File: src/rtl/vip_pkg.sv
// Shared constants and helpers for the VIP colour-space stages.
// Coefficients are full-range BT.601 in Q8.
package vip_pkg;

    localparam int VIP_CSC_LAT = 4;
    localparam logic [7:0] CHROMA_OFS = 8'd128;

    localparam logic signed [17:0] COEF_CR_R = 18'sd359;
    localparam logic signed [17:0] COEF_CB_G = 18'sd88;
    localparam logic signed [17:0] COEF_CR_G = 18'sd183;
    localparam logic signed [17:0] COEF_CB_B = 18'sd454;

    // Saturate a signed Q8 sum into an 8-bit unsigned channel.
    function automatic logic [7:0] clamp_q8(input logic signed [19:0] sum);
        logic [7:0] res;
        if (sum[19]) begin
            res = 8'd0;
        end else if (sum[18:16] != 3'd0) begin
            res = 8'd255;
        end else begin
            res = sum[15:8];
        end
        return res;
    endfunction

    // Sign-extend an 18-bit product to the 20-bit accumulator width.
    function automatic logic signed [19:0] ext20(input logic signed [17:0] p);
        return $signed({{2{p[17]}}, p});
    endfunction

endpackage

File: src/rtl/vip_sync_delay.sv
// Resettable shift register that delays VIP frame/line/enable strobes
// so they stay in lockstep with a fixed-latency pixel pipeline.
module vip_sync_delay #(
    parameter int DEPTH = 4,
    parameter int WIDTH = 3
) (
    input  logic             clk,
    input  logic             rst_n,
    input  logic [WIDTH-1:0] din,
    output logic [WIDTH-1:0] dout
);

    logic [WIDTH-1:0] pipe_r [DEPTH];

    // Shift the strobe bundle one stage per clock.
    always_ff @(posedge clk or negedge rst_n) begin
        if (!rst_n) begin
            for (int i = 0; i < DEPTH; i++) begin
                pipe_r[i] <= '0;
            end
        end else begin
            pipe_r[0] <= din;
            for (int i = 1; i < DEPTH; i++) begin
                pipe_r[i] <= pipe_r[i-1];
            end
        end
    end

    assign dout = pipe_r[DEPTH-1];

endmodule

File: src/rtl/vip_ycbcr444_rgb888.sv
// Four-stage YCbCr444 -> RGB888 converter; syncs are delayed alongside the
// data and RGB is blanked whenever the delayed line-valid is low.
module vip_ycbcr444_rgb888
    import vip_pkg::*;
#(
    parameter bit ROUND_EN = 1'b1
) (
    input  logic       clk,
    input  logic       rst_n,
    input  logic       per_img_vsync,
    input  logic       per_img_href,
    input  logic       data_en_i,
    input  logic [7:0] per_img_Y,
    input  logic [7:0] per_img_Cb,
    input  logic [7:0] per_img_Cr,
    output logic       post_img_vsync,
    output logic       post_img_href,
    output logic       data_en_o,
    output logic [7:0] post_img_red,
    output logic [7:0] post_img_green,
    output logic [7:0] post_img_blue
);

    localparam logic signed [19:0] RND = ROUND_EN ? 20'sd128 : 20'sd0;

    logic [7:0]         y_r;
    logic signed [8:0]  cb_r;
    logic signed [8:0]  cr_r;
    logic signed [17:0] cb_ext_s;
    logic signed [17:0] cr_ext_s;
    logic signed [19:0] y_sh_r;
    logic signed [17:0] p_cr_r_r;
    logic signed [17:0] p_cb_g_r;
    logic signed [17:0] p_cr_g_r;
    logic signed [17:0] p_cb_b_r;
    logic signed [19:0] sum_r_r;
    logic signed [19:0] sum_g_r;
    logic signed [19:0] sum_b_r;
    logic [7:0]         red_r;
    logic [7:0]         green_r;
    logic [7:0]         blue_r;
    logic [2:0]         sync_s;

    assign cb_ext_s = $signed({{9{cb_r[8]}}, cb_r});
    assign cr_ext_s = $signed({{9{cr_r[8]}}, cr_r});

    // Stage 1: remove the chroma offset, keep luma aligned.
    always_ff @(posedge clk or negedge rst_n) begin
        if (!rst_n) begin
            y_r  <= 8'd0;
            cb_r <= 9'sd0;
            cr_r <= 9'sd0;
        end else begin
            y_r  <= per_img_Y;
            cb_r <= $signed({1'b0, per_img_Cb}) - $signed({1'b0, CHROMA_OFS});
            cr_r <= $signed({1'b0, per_img_Cr}) - $signed({1'b0, CHROMA_OFS});
        end
    end

    // Stage 2: Q8 products and luma scaled into the same Q8 domain.
    always_ff @(posedge clk or negedge rst_n) begin
        if (!rst_n) begin
            y_sh_r   <= 20'sd0;
            p_cr_r_r <= 18'sd0;
            p_cb_g_r <= 18'sd0;
            p_cr_g_r <= 18'sd0;
            p_cb_b_r <= 18'sd0;
        end else begin
            y_sh_r   <= $signed({4'b0000, y_r, 8'h00});
            p_cr_r_r <= cr_ext_s * COEF_CR_R;
            p_cb_g_r <= cb_ext_s * COEF_CB_G;
            p_cr_g_r <= cr_ext_s * COEF_CR_G;
            p_cb_b_r <= cb_ext_s * COEF_CB_B;
        end
    end

    // Stage 3: full-width signed sums, rounding bias folded in here.
    always_ff @(posedge clk or negedge rst_n) begin
        if (!rst_n) begin
            sum_r_r <= 20'sd0;
            sum_g_r <= 20'sd0;
            sum_b_r <= 20'sd0;
        end else begin
            sum_r_r <= y_sh_r + ext20(p_cr_r_r) + RND;
            sum_g_r <= y_sh_r - ext20(p_cb_g_r) - ext20(p_cr_g_r) + RND;
            sum_b_r <= y_sh_r + ext20(p_cb_b_r) + RND;
        end
    end

    // Stage 4: saturate to 8-bit channels.
    always_ff @(posedge clk or negedge rst_n) begin
        if (!rst_n) begin
            red_r   <= 8'd0;
            green_r <= 8'd0;
            blue_r  <= 8'd0;
        end else begin
            red_r   <= clamp_q8(sum_r_r);
            green_r <= clamp_q8(sum_g_r);
            blue_r  <= clamp_q8(sum_b_r);
        end
    end

    vip_sync_delay #(
        .DEPTH (VIP_CSC_LAT),
        .WIDTH (3)
    ) u_sync_delay (
        .clk   (clk),
        .rst_n (rst_n),
        .din   ({per_img_vsync, per_img_href, data_en_i}),
        .dout  (sync_s)
    );

    assign post_img_vsync = sync_s[2];
    assign post_img_href  = sync_s[1];
    assign data_en_o      = sync_s[0];

    // Blanking gate on the delayed href keeps flushed blanking data off the bus.
    assign post_img_red   = post_img_href ? red_r   : 8'd0;
    assign post_img_green = post_img_href ? green_r : 8'd0;
    assign post_img_blue  = post_img_href ? blue_r  : 8'd0;

endmodule

File: config.mk
export PLATFORM = sky130hd
export DESIGN_NAME = vip_ycbcr444_rgb888
export DESIGN_NICKNAME = d
export VERILOG_FILES = /design/src/rtl/vip_pkg.sv /design/src/rtl/vip_sync_delay.sv /design/src/rtl/vip_ycbcr444_rgb888.sv
export SDC_FILE = /design/constraint.sdc
export NUM_CORES = 1
export LEC_CHECK = 0
export BUFFER_PORTS_ARGS = -buffer_cell sky130_fd_sc_hd__buf_2
export CAP_MARGIN = 15
export CELL_PAD_IN_SITES_DETAIL_PLACEMENT = 2
export CELL_PAD_IN_SITES_GLOBAL_PLACEMENT = 2
export CORE_MARGIN = 2
export CORE_UTILIZATION = 46
export CTS_BUF_LIST = sky130_fd_sc_hd__clkbuf_8
export DETAILED_ROUTE_END_ITERATION = 16
export PLACE_DENSITY = 0.94
export SLEW_MARGIN = 20
export SYNTH_ARGS = -nofsm -noshare
export SYNTH_HDL_FRONTEND = slang
export SYNTH_HIERARCHICAL = 1
export SYNTH_SLANG_ARGS = --single-unit
File: constraint.sdc
create_clock -name clk -period 9.66 [get_ports clk]
set_input_delay 0.483 -clock clk [delete_from_list [all_inputs] [get_ports clk]]
set_output_delay 0.483 -clock clk [all_outputs]
set_load 0.01 [all_outputs]
==> impl_metrics.toml <==
[place]
dp_hpwl_um = 26370
postPlaceCellArea_um2 = 11670
place_inst = 1399
io_buffers = 55
place_congestion = 0.8355

[routing]
drt_first_pass_iters = 6
ant_nets = 0
wl_per_cell_um = 25.07
drc = 0
viasPerCell = 5.442
routed_wl_um = 35880
vias = 7788
drt_iter0_drc = 359

[setup_path]
reg2reg_slack_ns = 4.22
endpoint_kind = "flop"
crit_end = "p_cr_g_r[16]$_DFF_PN0_"
crit_start = "cr_r[7]$_DFF_PN0_"
worst_ep_required_time_ns = 9.96
timing.rr.end = "p_cr_g_r[16]$_DFF_PN0_"
cp_max_fo = 20
worstRegToRegCells = 16
r2r_start = "cr_r[7]$_DFF_PN0_"
crit_type = "reg -> reg"
cp_data_arrival_time_ns = 5.73
worstSetupStartpointType = "flop"

[grt]
grt_max_degree = 83
busiest_layer = "met2"
use_met3_pct = 4.897
antenna_found_initial = 2
grt_pass1_vias = 9467
use_met1_pct = 31.54
grt_overflow_total = 0
track_usage_pct = 29.31
use_met2_pct = 55.24
grt_first_pass_wirelength_um = 56230

[finish]
fin_area_um2 = 12100
seq_area_um2 = 3954
drive_gt1_share_pct = 9.532
diodes = 0
instances_no_fill = 1431
final_nets = 1378
n_fill_cell = 2420
multi_input_area_um2 = 6300
area_growth_pct = 9.356

[clocking]
clkLatencyLatePin_ns = 0.47
cts_hold_buf = 0
numClockSinks = 158
cts-root-buf = "clkbuf_8"
cts_buffers = 17
cts_buffer_depth = 2
htreeDepth = 4
clkTransAtPathRegs_ns = 0.11
post_cts.repair.setup_buffers = 0
cts_tree = "done"
cts_resized = 0

[worst_hold_path]
min_path_type = "in -> async"

[logic_synthesis]
synth_area_leaders = "dfrtp_1 (36%), ha_1 (20%), fa_1 (13%)"
yosys_warnings = 6
synth_cells = 1040
syn_area_per_cell_um2 = 10.64
synth_top_area_share_pct = 35.75
yosys-top-cells-count = "inv_1 (195), ha_1 (180), dfrtp_1 (158), nor2_1 (88), fa_1 (70)"
synth_cell_type_count = 55
synthesis.nets = 1319
synth_top_area_cell = "dfrtp_1"
ys.flop_type = "dfrtp_1"
synth_most_common_cell = "inv_1"
ys_ff_latch = 158
synthArstFlopShare_pct = 100.0
synthesis.area_um2 = 11060
synth_enable_flop_cells = 0
synth_seq_area_share_pct = 35.75

[pwr]
ir_drop_v = 0.0001332
power_density_nw_per_um2 = 341.7
p_total_mw = 4.133
leakagePower_nw = 6.284

[sta]
rsz0062_at_grt = "false"
finalSetupTns_ns = 0
finalCriticalPeriod_ns = 5.439
max_freq_mhz = 183.9
worstMarginPinSlew_ns = 0.9809
fin_hold_ws_ns = 0.01875
setup_violations = 0
timing.final.crit_share_pct = 56.30
drv_slew = 0
hold_viol_final = 0
skew_ns = 0.01966
timing.slew.headroom_pct = 34.61

[outcome]
status = "completed"

[floorplanning]
rows = 56
initial_core_util_pct = 46.98
die_w_um = 159.1
core_area_um2 = 23540
pin_count = 56
dieHeight_um = 159.1
die-area_um2 = 25300

[run]
cap_violations = 0
## layout make-up
class,instances,share of cell area (%)
clock buffers,17,1.934
inverters,195,6.051
flip-flops and latches,158,32.69
clock inverters,15,1.552
repair buffers,56,2.390
multi-input cells,671,52.08
well taps,319,3.300
## power breakdown
group	total, mW	leakage (nW)	internal, mW	switching [mW]
clock	0.542	0.214	0.223	0.319
combinational	2.54	4.23	0.971	1.57
sequential	1.05	1.84	0.911	0.137
total	4.13	6.28	2.10	2.03
## critical path, cell delays in order (launching register included)
cell and delay (ns):
dfrtp_1 1.01, inv_1 0.25, ha_1 0.60, xnor2_1 0.16
fa_1 0.56, fa_1 0.45, fa_1 0.55, inv_1 0.04
ha_1 0.34, inv_1 0.09, o21bai_1 0.11, a21oi_1 0.28
nor2b_1 0.12, o211ai_1 0.20, nand2_1 0.11, a41oi_1 0.26
xnor2_1 0.12
## stage by stage
step	setup slack (ns)	utilization [%]
global route	3.906	51.38
floorplan	5.029	-
CTS	4.277	51.38
detailed placement	4.327	49.59
finish	4.221	51.38
global placement	4.734	49.59
## per-layer routing
| metal | part of all wire [%] | vias to the layer above | routed length, um |
|---|---|---|---|
| met2 | 54 | 233 | 19310 |
| met1 | 38 | 3997 | 13630 |
| met5 | 0.064 | - | 23 |
| li1 | - | 3435 | - |
| met3 | 3.1 | 119 | 1115 |
| met4 | 5.0 | 4 | 1799 |
## sequential cells by signal, summed over array words and instances (netlist names), 9 cells and up
name and cells:
p_cb_b_r 14, p_cb_g_r 11, p_cr_g_r 18, p_cr_r_r 11, sum_b_r 12, sum_g_r 12
sum_r_r 12, u_sync_delay/pipe_r 9
## cells by family (layout without fill, tap and decap cells)
family | Yosys count | after routing | synth area share [%]
AO/OA/AOI/OAI | 141 | 141 | 8.564
XOR/XNOR | 87 | 87 | 6.957
adder cells (fa/ha/maj) | 250 | 250 | 33.03
buffers and inverters | 211 | 283 | 7.296
flip-flops | 158 | 158 | 35.75
multiplexers | 2 | 2 | 0.1810
AND/OR/NAND/NOR | 191 | 191 | 8.224
## placed cells by master, fill, tap and decap left out, types with 3 or more instances in the layout
cell	netlist	routed
a21boi_0	7	7
clkinv_8	0	3
buf_2	0	54
o21bai_1	11	11
nand2_1	25	25
clkbuf_8	0	17
o21ai_0	29	29
a21o_1	18	18
inv_1	195	195
dfrtp_1	158	158
inv_8	0	5
a21oi_1	39	39
ha_1	180	180
or2_2	4	4
nand3_1	7	7
and3_1	5	5
xor2_1	21	21
a41oi_1	3	3
nor2_1	88	88
nor3_1	8	8
or3_1	5	5
nor2b_1	7	7
o21a_1	8	8
a31o_2	5	5
a31oi_1	3	3
fa_1	70	70
inv_6	0	4
nand2b_1	3	3
and2_1	29	29
xnor2_1	65	65
## worst min path at each step
stage                                  endpoint                             start  slack [ns]
2_1_floorplan               blue_r[0]$_DFF_PN0_                             rst_n        0.19
3_3_place_gp     u_sync_delay/dout[0]$_DFF_PN0_  u_sync_delay/pipe_r[3]$_DFF_PN0_        0.33
3_5_place_dp   u_sync_delay/pipe_r[6]$_DFF_PN0_  u_sync_delay/pipe_r[9]$_DFF_PN0_        0.34
4_1_cts                       cr_r[1]$_DFF_PN0_                             rst_n        0.08
5_1_grt                       cr_r[2]$_DFF_PN0_                             rst_n        0.08
6_report                      cr_r[1]$_DFF_PN0_                             rst_n        0.02
Note: power is estimated with default switching activity, not from simulation.
